[src/rtl/uart_result_framer.sv]
// uart_result_framer
//   Reads convolution results out of the result BRAM and streams them to the
//   shared UART transmitter as one framed packet per engine 'done':
//     A5, N[15:8], N[7:0], {3 sign-extended bytes per word}, XOR checksum
//   The checksum covers payload bytes only.
//
// Ports
//   clk         system clock, rising edge
//   reset       synchronous, active-high
//   start       one-cycle pulse from the engine; only honoured in IDLE
//   rd_addr     registered BRAM read address
//   rd_data     BRAM read data, valid one cycle after rd_addr
//   tx_busy     transmitter busy
//   tx_send     one-cycle transmit request
//   tx_data     byte to transmit, held from its SEND until the next SEND
//   frame_busy  high while a frame is in progress
//   frame_done  one-cycle pulse when the frame completes
//
// state   | meaning
// --------+--------------------------------------------------------------
// IDLE    | waiting for start
// HDR     | sending the three header bytes
// FETCH   | rd_addr holds the word index, BRAM read in flight
// LATCH   | rd_data valid; capture it, sign-extended to 24 bits
// DATA    | sending the three bytes of the captured word
// CSUM    | sending the checksum byte
// DONE    | frame_done pulse, back to IDLE
//
// phase   | meaning (HDR/DATA/CSUM only)
// --------+--------------------------------------------------------------
// SEND    | tx_send is high this cycle
// GUARD   | transmitter has not raised busy yet; tx_busy is ignored
// WAIT    | wait for tx_busy low, then send next byte or change state
module uart_result_framer #(
  parameter int N_RESULTS = 676,
  parameter int ADDR_W    = 16,
  parameter int DATA_W    = 23
) (
  input  logic              clk,
  input  logic              reset,
  input  logic              start,
  output logic [ADDR_W-1:0] rd_addr,
  input  logic [DATA_W-1:0] rd_data,
  input  logic              tx_busy,
  output logic              tx_send,
  output logic [7:0]        tx_data,
  output logic              frame_busy,
  output logic              frame_done
);

  typedef enum logic [2:0] {
    S_IDLE, S_HDR, S_FETCH, S_LATCH, S_DATA, S_CSUM, S_DONE
  } state_t;

  typedef enum logic [1:0] {
    P_SEND, P_GUARD, P_WAIT
  } phase_t;

  localparam logic [15:0] N_LAST = 16'(N_RESULTS - 1);
  localparam logic [7:0]  N_HI   = 8'((N_RESULTS >> 8) & 255);
  localparam logic [7:0]  N_LO   = 8'(N_RESULTS & 255);

  state_t      state;
  phase_t      phase;
  logic [1:0]  sel;      // bytes already sent in the current state
  logic [15:0] idx;
  logic [23:0] word_q;
  logic [7:0]  csum;

  logic [23:0] rd_ext;
  logic [7:0]  hdr_byte;
  logic [7:0]  data_byte;

  assign rd_ext = 24'($signed(rd_data));

  always_comb begin
    hdr_byte = 8'hA5;
    case (sel)
      2'd1:    hdr_byte = N_HI;
      2'd2:    hdr_byte = N_LO;
      default: hdr_byte = 8'hA5;
    endcase
  end

  always_comb begin
    data_byte = word_q[23:16];
    case (sel)
      2'd1:    data_byte = word_q[15:8];
      2'd2:    data_byte = word_q[7:0];
      default: data_byte = word_q[23:16];
    endcase
  end

  always_ff @(posedge clk) begin
    if (reset) begin
      state      <= S_IDLE;
      phase      <= P_WAIT;
      sel        <= 2'd0;
      idx        <= 16'd0;
      word_q     <= 24'd0;
      csum       <= 8'd0;
      rd_addr    <= '0;
      tx_send    <= 1'b0;
      tx_data    <= 8'h00;
      frame_busy <= 1'b0;
      frame_done <= 1'b0;
    end else begin
      tx_send    <= 1'b0;
      frame_done <= 1'b0;
      case (state)
        S_IDLE: begin
          if (start) begin
            frame_busy <= 1'b1;
            idx        <= 16'd0;
            csum       <= 8'd0;
            state      <= S_HDR;
            // Send the sync byte straight away when the UART is free.
            if (!tx_busy) begin
              tx_send <= 1'b1;
              tx_data <= 8'hA5;
              sel     <= 2'd1;
              phase   <= P_SEND;
            end else begin
              sel     <= 2'd0;
              phase   <= P_WAIT;
            end
          end
        end

        S_FETCH: state <= S_LATCH;

        S_LATCH: begin
          word_q <= rd_ext;
          state  <= S_DATA;
          // First payload byte goes out directly from the BRAM data.
          if (!tx_busy) begin
            tx_send <= 1'b1;
            tx_data <= rd_ext[23:16];
            csum    <= csum ^ rd_ext[23:16];
            sel     <= 2'd1;
            phase   <= P_SEND;
          end else begin
            sel     <= 2'd0;
            phase   <= P_WAIT;
          end
        end

        S_DONE: state <= S_IDLE;

        default: begin
          case (phase)
            P_SEND:  phase <= P_GUARD;
            P_GUARD: phase <= P_WAIT;
            default: begin
              if (!tx_busy) begin
                if (state == S_HDR) begin
                  if (sel != 2'd3) begin
                    tx_send <= 1'b1;
                    tx_data <= hdr_byte;
                    sel     <= sel + 2'd1;
                    phase   <= P_SEND;
                  end else begin
                    rd_addr <= ADDR_W'(idx);
                    state   <= S_FETCH;
                  end
                end else if (state == S_DATA) begin
                  if (sel != 2'd3) begin
                    tx_send <= 1'b1;
                    tx_data <= data_byte;
                    csum    <= csum ^ data_byte;
                    sel     <= sel + 2'd1;
                    phase   <= P_SEND;
                  end else if (idx != N_LAST) begin
                    idx     <= idx + 16'd1;
                    rd_addr <= ADDR_W'(idx + 16'd1);
                    state   <= S_FETCH;
                  end else begin
                    // csum already includes every payload byte sent so far.
                    state   <= S_CSUM;
                    tx_send <= 1'b1;
                    tx_data <= csum;
                    sel     <= 2'd1;
                    phase   <= P_SEND;
                  end
                end else begin
                  state      <= S_DONE;
                  frame_done <= 1'b1;
                  frame_busy <= 1'b0;
                end
              end
            end
          endcase
        end
      endcase
    end
  end

endmodule

[config.mk]
export PLATFORM = sky130hd
export DESIGN_NAME = uart_result_framer
export DESIGN_NICKNAME = d
export VERILOG_FILES = /design/src/rtl/uart_result_framer.sv
export SDC_FILE = /design/constraint.sdc
export NUM_CORES = 1
export LEC_CHECK = 0
export CAP_MARGIN = 15
export CORE_AREA = 2 2 93 95
export DETAILED_ROUTE_END_ITERATION = 10
export DIE_AREA = 0 0 95 97
export HOLD_SLACK_MARGIN = 0.03
export PLACE_DENSITY = 0.77
export SLEW_MARGIN = 10
export SYNTH_ARGS = -nofsm -noshare
export SYNTH_HDL_FRONTEND = slang
export SYNTH_SLANG_ARGS = --single-unit
export TNS_END_PERCENT = 5
[constraint.sdc]
create_clock -name clk -period 2.5 [get_ports clk]
set_clock_uncertainty 0.05 [all_clocks]
set_input_delay 0.25 -clock clk [delete_from_list [all_inputs] [get_ports clk]]
set_output_delay 0.25 -clock clk [all_outputs]
set_load 0.1 [all_outputs]
# [Word level (Yosys, flattened, before mapping)]
# Index checks and enable logic that the tools add are counted.
[word_totals] in_bits=27 regBits=81 output_inout_bits=27 word_cells=150
[op_classes] n_reduce_logical=23 n_mux=77 bitwise=8 add_sub_neg=2 n_eq_ne=29
[ops] op="16-bit 2-to-1 mux" n=9
[ops] op="8-bit 2-to-1 mux" n=17
[ops] op="8-bit one-hot mux with 3 select lines" n=2
[ops] op="2-bit 2-to-1 mux" n=16
[ops] op="16-bit one-hot mux with 2 select lines" n=1
[ops] op="8-bit one-hot mux with 2 select lines" n=2
[ops] op="3-bit 2-to-1 mux" n=8
[ops] op="6-bit by 2-bit != test with 1-bit output (second input constant)" n=3
[ops] op="6-bit AND reduction" n=3
[ops] op="16-bit by 1-bit adder with 16-bit output (second input constant)" n=1
[ops] op="1-bit 2-to-1 mux" n=16
[ops] op="16-bit by 10-bit != test with 1-bit output (second input constant)" n=1
[ops] op="8-bit AND reduction" n=2
[ops] op="8-bit XOR" n=2
[ops] op="5-bit by 1-bit != test with 1-bit output (second input constant)" n=3
[ops] op="7-bit AND reduction" n=2
[ops] op="2-bit one-hot mux with 3 select lines" n=2
[ops] op="3-bit one-hot mux with 4 select lines" n=1
[ops] op="2-bit by 1-bit != test with 1-bit output (second input constant)" n=5
[ops] op="3-bit by 1-bit != test with 1-bit output (second input constant)" n=3
[ops] op="9-bit OR reduction" n=1
[ops] op="2-bit nonzero test" n=4
[ops] op="3-bit by 2-bit equality test with 1-bit output (second input constant)" n=2
[ops] op="3-bit equality test (second input constant)" n=2
[ops] op="other kinds (21)" n=31

# [Depth between registers and ports, before layout]
# Gate-level depths: netlist (run 1).
[depth] word_depth=9 mapped_depth=8

# [Worst setup path after synthesis (run 1)]
# No wires, ideal clock.
[synth_path] kind="reg-to-reg" from="register idx[0]" to="register rd_addr[0]" setup_ps=128 path_stages_with_launch=8 path_slack_ps=606 arrival_ps=1717 synth_period_minus_slack_ps=1894 n_path_buf=1 cell_sequence="dfxtp_1 -> ha_1 -> and4bb_1 -> a41o_4 -> o22ai_4 -> buf_4 -> mux2i_1 -> nor2_1"
[synth_via] elab_chain_cells=5 elab_cells_between_ends=9
[synth_lines] element="from (decl)" line="66" text="logic [15:0] idx;"
[synth_lines] element="from (signal assigned)" line="174" text="idx <= idx + 16'd1;"
[synth_lines] element="16-bit by 1-bit adder with 16-bit output" line="175" text="rd_addr <= ADDR_W'(idx + 16'd1);"
[synth_lines] element="16-bit 2-to-1 mux" line="173" text="end else if (idx != N_LAST) begin"
[synth_lines] element="16-bit 2-to-1 mux" line="167" text="if (sel != 2'd3) begin"
[synth_lines] element="16-bit 2-to-1 mux" line="166" text="end else if (state == S_DATA) begin"
[synth_lines] element="16-bit 2-to-1 mux" line="156" text="if (state == S_HDR) begin"
[synth_lines] element="to (signal assigned)" line="163" text="rd_addr <= ADDR_W'(idx);"
[synth_lines] element="to (signal assigned)" line="175"
[synth_lines] element="to (decl)" line="42" text="output logic [ADDR_W-1:0] rd_addr,"
# Parallel ways exist; a longest one is shown, timed or not. The select of a mux whose other input is x is not followed.
# A chain may end at the register's enable or synchronous reset.

# [Worst setup path after layout (run 1)]
[layout_path] from="register sel[0]" to="register tx_data[6]"
[layout_via] elab_chain_cells=8 elab_cells_between_ends=13
[layout_lines] element="from (decl)" line="65" text="logic [1:0] sel;"
[layout_lines] element="from (signal assigned)" line="160" text="sel <= sel + 2'd1;"
[layout_lines] element="from (signal assigned)" line="171" text="sel <= sel + 2'd1;"
[layout_lines] element="2-bit equality test / 2-bit by 1-bit equality test with 1-bit output (equally long branches)" line="87" text="case (sel)"
[layout_lines] element="8-bit one-hot mux with 2 select lines" line="87"
[layout_lines] element="8-bit 2-to-1 mux" line="167"
[layout_lines] element="8-bit 2-to-1 mux" line="166"
[layout_lines] element="8-bit 2-to-1 mux" line="156"
[layout_lines] element="8-bit 2-to-1 mux" line="155" text="if (!tx_busy) begin"
[layout_lines] element="8-bit 2-to-1 mux" line="151" text="case (phase)"
[layout_lines] element="8-bit one-hot mux with 3 select lines" line="110" text="case (state)"
[layout_lines] element="to (signal assigned)" line="159" text="tx_data <= hdr_byte;"
[layout_lines] element="to (signal assigned)" line="169" text="tx_data <= data_byte;"
[layout_lines] element="to (signal assigned)" line="181" text="tx_data <= csum;"
[layout_lines] element="to (decl)" line="46" text="output logic [7:0] tx_data,"
# Parallel ways exist; a longest one is shown, timed or not. The select of a mux whose other input is x is not followed.

==> results of run 1 <==
==> cell usage after synthesis (14+ instances only) <==
cell	n
nor2_1	37
o22ai_1	14
buf_2	20
a21oi_1	54
nand3_1	22
a211oi_1	17
o21ai_0	23
dfxtp_1	81
nand2_1	86
clkbuf_1	17
==> logic make-up (layout without fill, tap and decap cells) <==
family	count (synthesis)	after routing	share of synthesized area
AOI/OAI and AO/OA	155	155	0.236
xor gates and xnor gates	18	18	0.0359
adders and majority gates	6	6	0.0165
buffers and inverters	59	104	0.0622
DFF	81	81	0.370
muxes	7	7	0.0165
and+or+nand+nor	225	225	0.263
==> repair_timing <==
item                                    in CTS  in global routing
gates resized for setup                      0                  1
buffers inserted                             0                  0
endpoints found under the setup margin       0                  5
==> layout make-up <==
type	instances	area, um2
Clock buffer	10	138
Clock inverter	6	72.6
Fill cell	699	2990
Inverter	15	56.3
Multi-Input combinational cell	411	2500
Sequential cell	81	1620
Tap cell	105	131
Timing Repair Buffer	73	633
==> per-stage QoR <==
stage                     hold slack, ps  std cells  instance area (um2)
after CTS                            330        701                 5140
after global placement               392        685                 4930
after detailed placement             398        685                 4930
final                                338        701                 5150
after global routing                 375        701                 5150
after floorplan                      336        551                 4390
==> cell usage in the layout (no fill, tap or decap), types with 4 or more instances in the layout <==
cell             count
or3_1                7
xor2_1              13
mux2i_1              5
nor3_1               9
nand4_1              7
buf_4               45
dfxtp_1             81
nor4_1               4
a21oi_1             53
ha_1                 5
nand3_1             22
clkdlybuf4s50_1     25
o22ai_1             14
inv_1               13
nor2_1              37
nor2b_1             13
clkbuf_8            10
nand2b_1             5
o21ai_0             23
o211ai_1             5
a221oi_1             7
a311oi_1             6
nand2_1             86
and2_1               7
xnor2_1              5
a211oi_1            17
==> worst max-delay path, cell delays in order, from the launching register on <==
cell,delay [ps]
dfxtp_1,420
inv_1,90
ha_1,500
a221oi_1,430
nor4_1,100
a311oi_1,290
a211oi_1,120
==> sequential cells by signal (all words and copies together) (netlist names), 2 cells and up <==
register	flops
state	3
phase	2
word_q	23
tx_data	8
idx	16
rd_addr	16
csum	8
sel	2
==> path summary, 6_finish.rpt <==
| kind | startpoint | end | slack (ps) | cells after the start |
|---|---|---|---|---|
| hold reg to reg | word_q[12] | word_q[12] | 410 | 2 |
| setup / recovery | sel[0] | tx_data[6] | 350 | 6 |
| hold / removal | reset | phase[1] | 340 | 3 |
| setup reg to reg | sel[0] | tx_data[6] | 350 | 6 |
==> report_power, final <==
part	switching [mW]	total, mW	internal, mW
logic	0.286	0.447	0.161
clock network	0.541	1.05	0.505
registers	0.0261	1.34	1.32
==> routing by layer <==
metal  track usage  vias up
met5             0        -
met4        0.0970        0
met3        0.0350       19
met2         0.393      127
met1         0.318     1917
li1              -     2057
==> impl_metrics.ini, run 1 <==
[route]
vias = 4120
route.top_layer_used = met4
drtAntennaViolNets = 0
route.met2.wl_um = 5110
routedWlPerCell_um = 15.3
wl_um = 10700
drc = 0
route.met3.wl_um = 513
wl_met1_um = 4840
dr.pass1.iters = 5
drt_iter0_markers = 149
viasPerCell = 5.88

[finish]
finalNetCount = 623
drive_above_1_share = 0.148
fin_util = 0.633
area_delta_synth_final_pct = 17.4
diodes = 0

[global_routing]
grt_antenna_before_repair = 0
overflow = 0
track_usage = 0.241
grt_pass1_vias = 3746
grt_pass1_wl_um = 17900
grt_max_degree = 56

[place]
globalplace.congestion = 0.855
io_buffers = 53
place_ws_ps = 187
place_hpwl_um = 7720

[sta]
period_minus_slack_ps = 2150
slew_violations = 0
grt_setup_unrepaired = false
setup_violations = 0
worst_slack_ps = 353
period_share = 0.859
fin_setup_tns_ps = 0
slew_headroom = 0.590
hold_viol = 0
worstMarginPinSlew_ps = 616
fmaxAchievable_mhz = 466

[synth]
ys_seq_area_frac = 0.370
syn_area_per_cell_um2 = 7.96
synth_area_leaders = dfxtp_1 (37%), nand2_1 (7.4%), a21oi_1 (6.2%), nor2_1 (3.2%), a211oi_1 (2.9%)
syn-cell-area_um2 = 4390
yosysTopAreaCell = dfxtp_1
ys_async_sr_fraction = 0
synth_edf_count = 0
synth.distinct_cells = 70
synthCells = 551
netlist.area_leader.share = 0.370
synth_nets = 583
ys_warn_count = 0
synthFlopType = dfxtp_1
synth_seq_cells = 81

[run]
max_cap_violations = 0

[worst_hold_path]
hold_class = primary input to register

[clock_network]
cts_tree = built
clock_path_buffers = 2
cts_num_sinks = 81
clk_latency_ps = 370
hold_buffers = 0
htree_num_levels = 3
numCtsBuffers = 9
clockRootBuffer = clkbuf_8
path_clk_slew_ps = 90

[worst_setup_path]
cp-start-kind = register
cp-end-kind = register
crit_required_ps = 2680
path_max_fanout = 17
cp.arrival_ps = 2330
critical_path_class = register to register

[floorplanning]
fp.dieH_um = 97
die_x_um = 95
rows = 33
core_um2 = 8130
io-pin-count = 54
dieArea_um2 = 9220
start_util = 0.539

[power]
ir_drop_mv = 0.318
total_power_mw = 2.83
p_leak_nw = 1.79
powerDensity_nw_per_um2 = 550

[run_status]
status = finished clean
(Power assumes the default switching activity.)
==> run 2: changes to the inputs <==
==> constraint.sdc (replaced) <==
create_clock -name clk -period 2.4 [get_ports clk]
set_clock_uncertainty 0.05 [all_clocks]
set_input_delay 0.24 -clock clk [delete_from_list [all_inputs] [get_ports clk]]
set_output_delay 0.24 -clock clk [all_outputs]
set_load 0.1 [all_outputs]
==> impl_metrics.ini, run 2 (synthesized netlist as in run 1, its figures left out) <==
[finish]
mostFrequentLayoutCell = nand2_1
drive_above_1_share = 0.151
fill_cells = 721
area_delta_synth_final_pct = 17.4
multi_input_area_um2 = 2500
final_cell_mix = nand2_1 (86), dfxtp_1 (81), a21oi_1 (53)
top_regs = word_q: 23 flops, idx: 16 flops, rd_addr: 16 flops
diodes = 0
top_register = word_q
final-seq-area_um2 = 1620
finalNetCount = 625
largest_reg_flops = 23

[floorplanning]
rows = 33
dieArea_um2 = 9220
fp.dieH_um = 97
core_um2 = 8130
die_x_um = 95
start_util = 0.539
io-pin-count = 54

[route]
routedWlPerCell_um = 15.2
drt_iter0_markers = 180
vias = 4115
drc = 0
viasPerCell = 5.85
wl_um = 10700
drtAntennaViolNets = 0
dr.pass1.iters = 5

[power]
total_power_mw = 2.83
powerDensity_nw_per_um2 = 550
p_leak_nw = 1.78
ir_drop_mv = 0.297

[worst_setup_path]
critPathMaxStageDelay_ps = 590
r2r_start = sel[0]
cp.arrival_ps = 2310
path_max_fanout = 17
r2r_end = tx_data[0]
path_depth = 6
rrSetupSlack_ps = 290
startpoint = sel[0]
cp-end-kind = register
cp-start-kind = register
crit_path_frequent_cell = o22ai_1
crit_required_ps = 2600
path_buf_inv = 1
critical_path_class = register to register
crit_slowest_cell = ha_1
cp_top_family = adder cells
worst-r2r-cell-count = 6
crit_chain = inv_1 > ha_1 > o21ai_0 > mux2_2 > o22ai_1 > o22ai_1

[global_routing]
overflow = 0
grt_antenna_before_repair = 0
grt_pass1_wl_um = 18100
grt_max_degree = 56
grt_pass1_vias = 3940
track_usage = 0.242

[sta]
fmaxAchievable_mhz = 474
period_minus_slack_ps = 2110
grt_setup_unrepaired = false
period_share = 0.879
slew_headroom = 0.594
timing.hold.ws_ps = 354
hold_viol = 0
setup_violations = 0
slew_violations = 0
fin_setup_tns_ps = 0
worstMarginPinSlew_ps = 610

[worst_hold_path]
hold_depth = 4
min_from = reset
hold_path_end = csum[4]
hold_class = primary input to register

[clock_network]
cts_setup_buffers = 0
numCtsBuffers = 9
path_clk_slew_ps = 90
clk_latency_ps = 370
clock_path_buffers = 2
clockRootBuffer = clkbuf_8
htree_num_levels = 3
cts_tree = built
hold_buffers = 0
cts_num_sinks = 81

[place]
io_buffers = 53
globalplace.congestion = 0.855
place_hpwl_um = 7740

[run_status]
status = finished clean

[run]
max_cap_violations = 0
-- run 2: how the worst max path moves through the flow --
stage                       endpoint  slack, ps
final                     tx_data[0]        290
after global routing      tx_data[6]         50
after CTS                     idx[9]         80
after detailed placement      idx[9]         70
after global placement        idx[9]        100
after floorplan           rd_addr[0]        510
-- run 2: per-layer routing --
| metal | up-vias | track usage | wire length, um |
|---|---|---|---|
| met1 | 1904 | 0.312 | 4790 |
| li1 | 2061 | - | - |
| met2 | 125 | 0.393 | 5120 |
| met5 | - | 0 | 0 |
| met4 | 0 | 0.0936 | 263 |
| met3 | 25 | 0.0498 | 518 |
-- run 2: where the power goes --
part	internal, mW	switching [mW]	total, mW
combinational	0.170	0.299	0.468
sequential	1.37	0.0263	1.40
clock	0.417	0.552	0.969
-- run 2: timing repair --
| item | 4_1_cts | 5_1_grt |
|---|---|---|
| gates resized for setup | 0 | 1 |
| hold endpoints to repair | 0 | 0 |
| setup endpoints to repair | 0 | 9 |
-- run 2: worst register-to-register path: cells and delay by family (launching register included) --
| kind | cells | cell delay, ps |
|---|---|---|
| multiplexers | 1 | 300 |
| AO/OA/AOI/OAI | 3 | 570 |
| flip-flops | 1 | 410 |
| buffers and inverters | 1 | 80 |
| adder cells (fa/ha/maj) | 1 | 590 |
-- run 2: final cells by class --
type,instances,area share
Tap cell,105,0.0255
Inverter,15,0.0109
Multi-Input combinational cell,411,0.485
Clock inverter,6,0.00923
Sequential cell,81,0.315
Clock buffer,10,0.0267
Timing Repair Buffer,75,0.128
-- run 2: metrics by stage --
| stage | util | instances | area, um2 | setup slack (ps) |
|---|---|---|---|---|
| after floorplan | - | 551 | 4390 | 506 |
| after global placement | 0.610 | 687 | 4960 | 102 |
| after detailed placement | 0.610 | 687 | 4960 | 70.4 |
| after CTS | 0.633 | 703 | 5150 | 76.3 |
| after global routing | 0.633 | 703 | 5150 | 52.6 |
| final | 0.633 | 703 | 5150 | 290 |
==> run 3: changes to the inputs <==
--- a/config.mk
+++ b/config.mk
@@ -5,6 +5,7 @@
 export SDC_FILE = /design/constraint.sdc
 export NUM_CORES = 1
 export LEC_CHECK = 0
+export ABC_CLOCK_PERIOD_IN_PS = 2400
 export CAP_MARGIN = 15
 export CORE_AREA = 2 2 93 95
 export DETAILED_ROUTE_END_ITERATION = 10
==> results of run 3 <==
Same layout as run 2: the final DEF is identical, and so are final timing and power.
